### config.mk
export PLATFORM = sky130hd
export DESIGN_NAME = perceptron_trainer
export DESIGN_NICKNAME = d
export VERILOG_FILES = /design/src/rtl/perceptron_trainer.sv
export SDC_FILE = /design/constraint.sdc
export NUM_CORES = 1
export LEC_CHECK = 0
export CORE_ASPECT_RATIO = 0.8
export CORE_MARGIN = 1.5
export CORE_UTILIZATION = 61
export CTS_BUF_LIST = sky130_fd_sc_hd__clkbuf_4 sky130_fd_sc_hd__clkbuf_8
export DETAILED_ROUTE_END_ITERATION = 8
export PLACE_DENSITY = 0.92
export RECOVER_POWER = 50
export SETUP_SLACK_MARGIN = 0.2
export SYNTH_ARGS = -nofsm -noshare
export SYNTH_HDL_FRONTEND = slang
export SYNTH_SLANG_ARGS = --single-unit
### constraint.sdc
create_clock -name clk -period 6.7 [get_ports clk]
set_input_delay 1.005 -clock clk [delete_from_list [all_inputs] [get_ports clk]]
set_output_delay 1.005 -clock clk [all_outputs]
set_load 0.01 [all_outputs]
### src/rtl/perceptron_trainer.sv
// Online trainer for the two-input perceptron: classic perceptron rule,
// learning rate 1, repeated epochs until an error-free pass or the epoch cap.
module perceptron_trainer #(
   parameter int N_SAMPLES  = 4,
   parameter int MAX_EPOCHS = 15,
   parameter int W1_INIT    = -2,
   parameter int W2_INIT    = -2,
   parameter int B_INIT     = 3
) (
   input  logic              clk,
   input  logic              reset_n,
   input  logic              start,
   input  logic              s_valid,
   output logic              s_ready,
   input  logic signed [3:0] s_x1,
   input  logic signed [3:0] s_x2,
   input  logic              s_target,
   output logic signed [3:0] w1,
   output logic signed [3:0] w2,
   output logic signed [7:0] bias,
   output logic              busy,
   output logic              done,
   output logic              converged,
   output logic [3:0]        epoch,
   output logic [7:0]        err_cnt
);

   localparam int IW = (N_SAMPLES > 1) ? $clog2(N_SAMPLES) : 1;

   typedef enum logic [2:0] {
      IDLE, WAIT, EVAL, UPDATE, EPOCH_END, DONE
   } state_t;

   state_t state;

   logic [IW-1:0]     idx;
   logic signed [3:0] x1_q;
   logic signed [3:0] x2_q;
   logic              tgt_q;
   logic              pred;

   logic signed [7:0] p1;
   logic signed [7:0] p2;
   logic signed [9:0] sum;

   logic signed [4:0] w1_add;
   logic signed [4:0] w1_sub;
   logic signed [4:0] w2_add;
   logic signed [4:0] w2_sub;
   logic signed [8:0] b_add;
   logic signed [8:0] b_sub;

   function automatic logic signed [3:0] sat4(input logic signed [4:0] v);
      if (v > 5'sd7)
         return 4'sd7;
      else if (v < 5'sb11000)
         return 4'sb1000;
      else
         return v[3:0];
   endfunction

   function automatic logic signed [7:0] sat8(input logic signed [8:0] v);
      if (v > 9'sd127)
         return 8'sd127;
      else if (v < 9'sb110000000)
         return 8'sb10000000;
      else
         return v[7:0];
   endfunction

   assign p1  = w1 * x1_q;
   assign p2  = w2 * x2_q;
   assign sum = {{2{p1[7]}}, p1} + {{2{p2[7]}}, p2}
              + {{2{bias[7]}}, bias};

   // one extra bit of headroom so saturation sees the true result
   assign w1_add = {w1[3], w1} + {x1_q[3], x1_q};
   assign w1_sub = {w1[3], w1} - {x1_q[3], x1_q};
   assign w2_add = {w2[3], w2} + {x2_q[3], x2_q};
   assign w2_sub = {w2[3], w2} - {x2_q[3], x2_q};
   assign b_add  = {bias[7], bias} + 9'sd1;
   assign b_sub  = {bias[7], bias} - 9'sd1;

   always_ff @(posedge clk) begin
      if (!reset_n) begin
         state     <= IDLE;
         w1        <= 4'(W1_INIT);
         w2        <= 4'(W2_INIT);
         bias      <= 8'(B_INIT);
         epoch     <= '0;
         err_cnt   <= '0;
         idx       <= '0;
         busy      <= 1'b0;
         done      <= 1'b0;
         converged <= 1'b0;
         s_ready   <= 1'b0;
         x1_q      <= '0;
         x2_q      <= '0;
         tgt_q     <= 1'b0;
         pred      <= 1'b0;
      end else begin
         unique case (state)
            IDLE: begin
               if (start) begin
                  w1        <= 4'(W1_INIT);
                  w2        <= 4'(W2_INIT);
                  bias      <= 8'(B_INIT);
                  epoch     <= '0;
                  err_cnt   <= '0;
                  idx       <= '0;
                  done      <= 1'b0;
                  converged <= 1'b0;
                  busy      <= 1'b1;
                  state     <= WAIT;
               end
            end
            WAIT: begin
               // s_ready rises one cycle after entering WAIT
               if (s_valid && s_ready) begin
                  x1_q    <= s_x1;
                  x2_q    <= s_x2;
                  tgt_q   <= s_target;
                  s_ready <= 1'b0;
                  state   <= EVAL;
               end else begin
                  s_ready <= 1'b1;
               end
            end
            EVAL: begin
               pred  <= (sum > 10'sd0);
               state <= UPDATE;
            end
            UPDATE: begin
               if (tgt_q && !pred) begin
                  w1      <= sat4(w1_add);
                  w2      <= sat4(w2_add);
                  bias    <= sat8(b_add);
                  err_cnt <= err_cnt + 8'd1;
               end else if (!tgt_q && pred) begin
                  w1      <= sat4(w1_sub);
                  w2      <= sat4(w2_sub);
                  bias    <= sat8(b_sub);
                  err_cnt <= err_cnt + 8'd1;
               end
               if (idx == IW'(N_SAMPLES - 1)) begin
                  state <= EPOCH_END;
               end else begin
                  idx   <= idx + 1'b1;
                  state <= WAIT;
               end
            end
            EPOCH_END: begin
               if (err_cnt == 8'd0) begin
                  converged <= 1'b1;
                  busy      <= 1'b0;
                  done      <= 1'b1;
                  state     <= DONE;
               end else if (epoch == 4'(MAX_EPOCHS - 1)) begin
                  converged <= 1'b0;
                  busy      <= 1'b0;
                  done      <= 1'b1;
                  state     <= DONE;
               end else begin
                  epoch   <= epoch + 4'd1;
                  err_cnt <= '0;
                  idx     <= '0;
                  state   <= WAIT;
               end
            end
            DONE: begin
               // continue-training keeps the learned weights
               if (start) begin
                  epoch     <= '0;
                  err_cnt   <= '0;
                  idx       <= '0;
                  done      <= 1'b0;
                  converged <= 1'b0;
                  busy      <= 1'b1;
                  state     <= WAIT;
               end
            end
            default: state <= IDLE;
         endcase
      end
   end

endmodule
==> qor.yml <==
core_um2: 9110
required_ns: 6.93
grt_overflow: 0
postCtsSetupBuffers: 0
synth-seq-cells: 47
power_density_nw_per_um2: 104
power_leakage_nw: 2.77
worst_slew_pin_slew_ns: 1.04
worstPathArrival_ns: 5.42
drv_slew: 0
setup_viol: 0
dp_hpwl_mm: 12.4
yosys_warnings: 0
timing.final.crit_share_pct: 77.6
synth_flop_cell: "dfxtp_1"
skew_ns: 0.00641
fmax_ghz: 0.192
hold_end: "busy"
crit_path_end_kind: "register"
grt_max_degree: 26
dr_total_vias: 5456
grt_pass1_wl_mm: 27.0
seq_area_frac_synth_pct: 16.3
hold_start: "busy"
tns_ns: 0
min_path_type: "reg2reg"
slowest_stage: "dfxtp_1"
synth_edf_count: 0
htree_levels: 2
clockBufferDepth: 2
grt_pass1_vias: 5410
top_layer: "met4"
dr_wl_met3_mm: 1.60
synth_nets: 804
antenna_found_initial: 0
area_growth_pct: 9.07
syn_avg_cell_area_um2: 8.39
synth_cells: 687
max_slew_margin_pct: 30.8
die_height_um: 90.0
rows: 31
cts_resized: 0
worst_setup_hold_path_clk_slew_ns: 0.11
critPathKind: "reg2reg"
numCtsBuffers: 5
routedWlPerCell_um: 19.8
start_util_pct: 63.3
synth_area_um2: 5770
die_w_um: 112
dieArea_um2: 10000
nFillCells: 681
drive_gt1_share_pct: 4.35
postCtsHoldBufs: 0
met1_length_mm: 6.78
whs_ns: 0.478
tritoncts: "done"
io_buffers: 44
hold_viol_final: 0
clk_latency_ns: 0.31
antenna_left: 0
fin_area_um2: 6290
ys_types: 86
crit_buf_inv: 3
drt_wl_total_mm: 16.4
drv_cap: 0
cts-root-buf: "clkbuf_8"
routed-wl-met2_mm: 7.42
reg2regPathDepth: 16
dpl_cell_area_um2: 6190
drt_iter0_markers: 797
holdPathStages: 2
worstSetupStartpointType: "register"
clock_sinks: 47
finalNetCount: 828
crit_chain: "nand2_1, fa_1, fa_1, inv_1, fa_1, fa_1, inv_1, fa_1, inv_1, ha_1, a21oi_1, o22ai_1, nor2_1, o21ai_0, xnor2_1, o32ai_1"
status: "complete, no violations"
n_antenna_cell: 0
ios: 45
r2r_start: "x1_q[3]"
critical_path.max_stage_delay_ns: 0.71
crit_top_cell: "fa_1"
gp_congestion: 0.986
reg2reg_slack_ns: 1.50
period_needed_ns: 5.20
crit_family: "adder cells"
rsz0062_at_grt: "no"
grt.total_usage_pct: 32.9
reg2reg_to: "pred"
drt-pass1-iter-count: 8
drcViolationCount: 0
crit_fanout: 15
via_per_inst: 6.60
synthArstFlopShare_pct: 0
ir_drop_v: 0.000122
==> registers in the layout, summed over array words and instances, names as in the netlist <==
register,flops
bias,8
err_cnt,8
epoch,4
w1,4
w2,4
x1_q,4
x2_q,4
state,3
idx,2
busy,1
converged,1
done,1
pred,1
s_ready,1
tgt_q,1
==> placed cells by master (no fill, tap or decap), types with 5 or more instances in the layout <==
cell             instances
maj3_1                   8
and2_1                   6
clkdlybuf4s50_1         18
nand2b_1                 8
xnor2_1                 17
nor2_1                  70
a211oi_1                14
nand3_1                 18
nor3_1                  17
dlygate4sd3_1           26
nand2_1                 48
fa_1                    46
nor2b_1                 11
a31oi_1                 12
o22ai_1                  7
dfxtp_1                 47
o21ai_0                 34
a21oi_1                 34
nor4_1                   6
ha_1                    58
inv_1                   75
o211ai_1                 6
xor2_1                   5
mux2i_1                 14
a311oi_1                 5
clkbuf_8                 5
==> metal layers <==
layer | global-route usage (%) | up-vias
met3 | 7.01 | 71
li1 | - | 2467
met4 | 11.1 | 0
met1 | 44.3 | 2566
met2 | 52.8 | 352
met5 | 0 | -
==> cells in the mapped netlist, drive strengths merged (3+ instances only) <==
master | count | area, um^2
a211oi | 14 | 105
a21boi | 4 | 30.0
a21oi | 36 | 195
a22oi | 4 | 30.0
a311oi | 5 | 43.8
a31oi | 12 | 75.1
a32oi | 3 | 26.3
and2 | 6 | 37.5
and3 | 5 | 32.5
buf | 8 | 58.8
clkbuf | 19 | 101
dfxtp | 47 | 941
fa | 46 | 921
ha | 58 | 726
inv | 75 | 282
maj3 | 8 | 80.1
mux2i | 15 | 154
nand2 | 48 | 180
nand2b | 8 | 50.1
nand3 | 18 | 90.1
nand3b | 4 | 30.0
nand4 | 4 | 25.0
nor2 | 71 | 277
nor2b | 11 | 68.8
nor3 | 17 | 85.1
nor4 | 7 | 58.8
o2111ai | 3 | 32.5
o211ai | 7 | 57.6
o21a | 3 | 22.5
o21ai | 35 | 179
o21bai | 4 | 30.0
o22ai | 7 | 43.8
o31ai | 4 | 35.0
o41ai | 3 | 33.8
or2 | 4 | 25.0
xnor2 | 17 | 149
xor2 | 5 | 43.8
==> power breakdown <==
group	total [mW]	switching (mW)	internal [mW]
registers	0.289	0.00638	0.283
clock network	0.233	0.119	0.114
logic	0.135	0.0809	0.0542
total	0.657	0.206	0.451
==> worst reg2reg max path: cells and delay by family (launching register included) <==
family / cells / cell delay [ns]
AOI/OAI and AO/OA: 4 / 0.84
xor gates and xnor gates: 1 / 0.15
adders and majority gates: 6 / 2.93
buffers and inverters: 3 / 0.16
DFF: 1 / 0.71
and+or+nand+nor: 2 / 0.33
==> cells by family after synthesis <==
group	synth area share [%]
and+or+nand+nor	19.0
AOI/OAI and AO/OA	20.5
adders and majority gates	29.9
buffers and inverters	7.66
DFF	16.3
xor gates and xnor gates	3.34
muxes	3.25
==> cell type report <==
| type | instances | area [um^2] | area share [%] |
|---|---|---|---|
| Inverter | 75 | 282 | 4.48 |
| Clock buffer | 5 | 68.8 | 1.09 |
| Timing Repair Buffer | 44 | 440 | 7.00 |
| Clock inverter | 3 | 47.5 | 0.756 |
| Tap cell | 115 | 144 | 2.29 |
| Multi-Input combinational cell | 538 | 4370 | 69.4 |
| Sequential cell | 47 | 941 | 15.0 |
==> worst max path at each step <==
stage               slack [ns]    start   end  cells after the start
finish                    1.50  x1_q[3]  pred                     16
global route              1.20  x1_q[3]  pred                     16
global placement          1.80  x1_q[3]  pred                     16
detailed placement        1.58  x1_q[3]  pred                     16
floorplan                 1.97    w1[3]  pred                     17
CTS                       1.55  x1_q[3]  pred                     16
==> through the flow <==
step / setup WS [ns] / std cells / util (%) / total power, mW
after floorplan: 1.97 / 687 / - / 0.386
final: 1.50 / 827 / 69.0 / 0.657
after global routing: 1.20 / 827 / 69.0 / 0.679
after global placement: 1.80 / 819 / 67.9 / 0.418
after detailed placement: 1.58 / 819 / 67.9 / 0.427
after CTS: 1.55 / 827 / 69.2 / 0.653
Power figures use the tool's default switching activity.
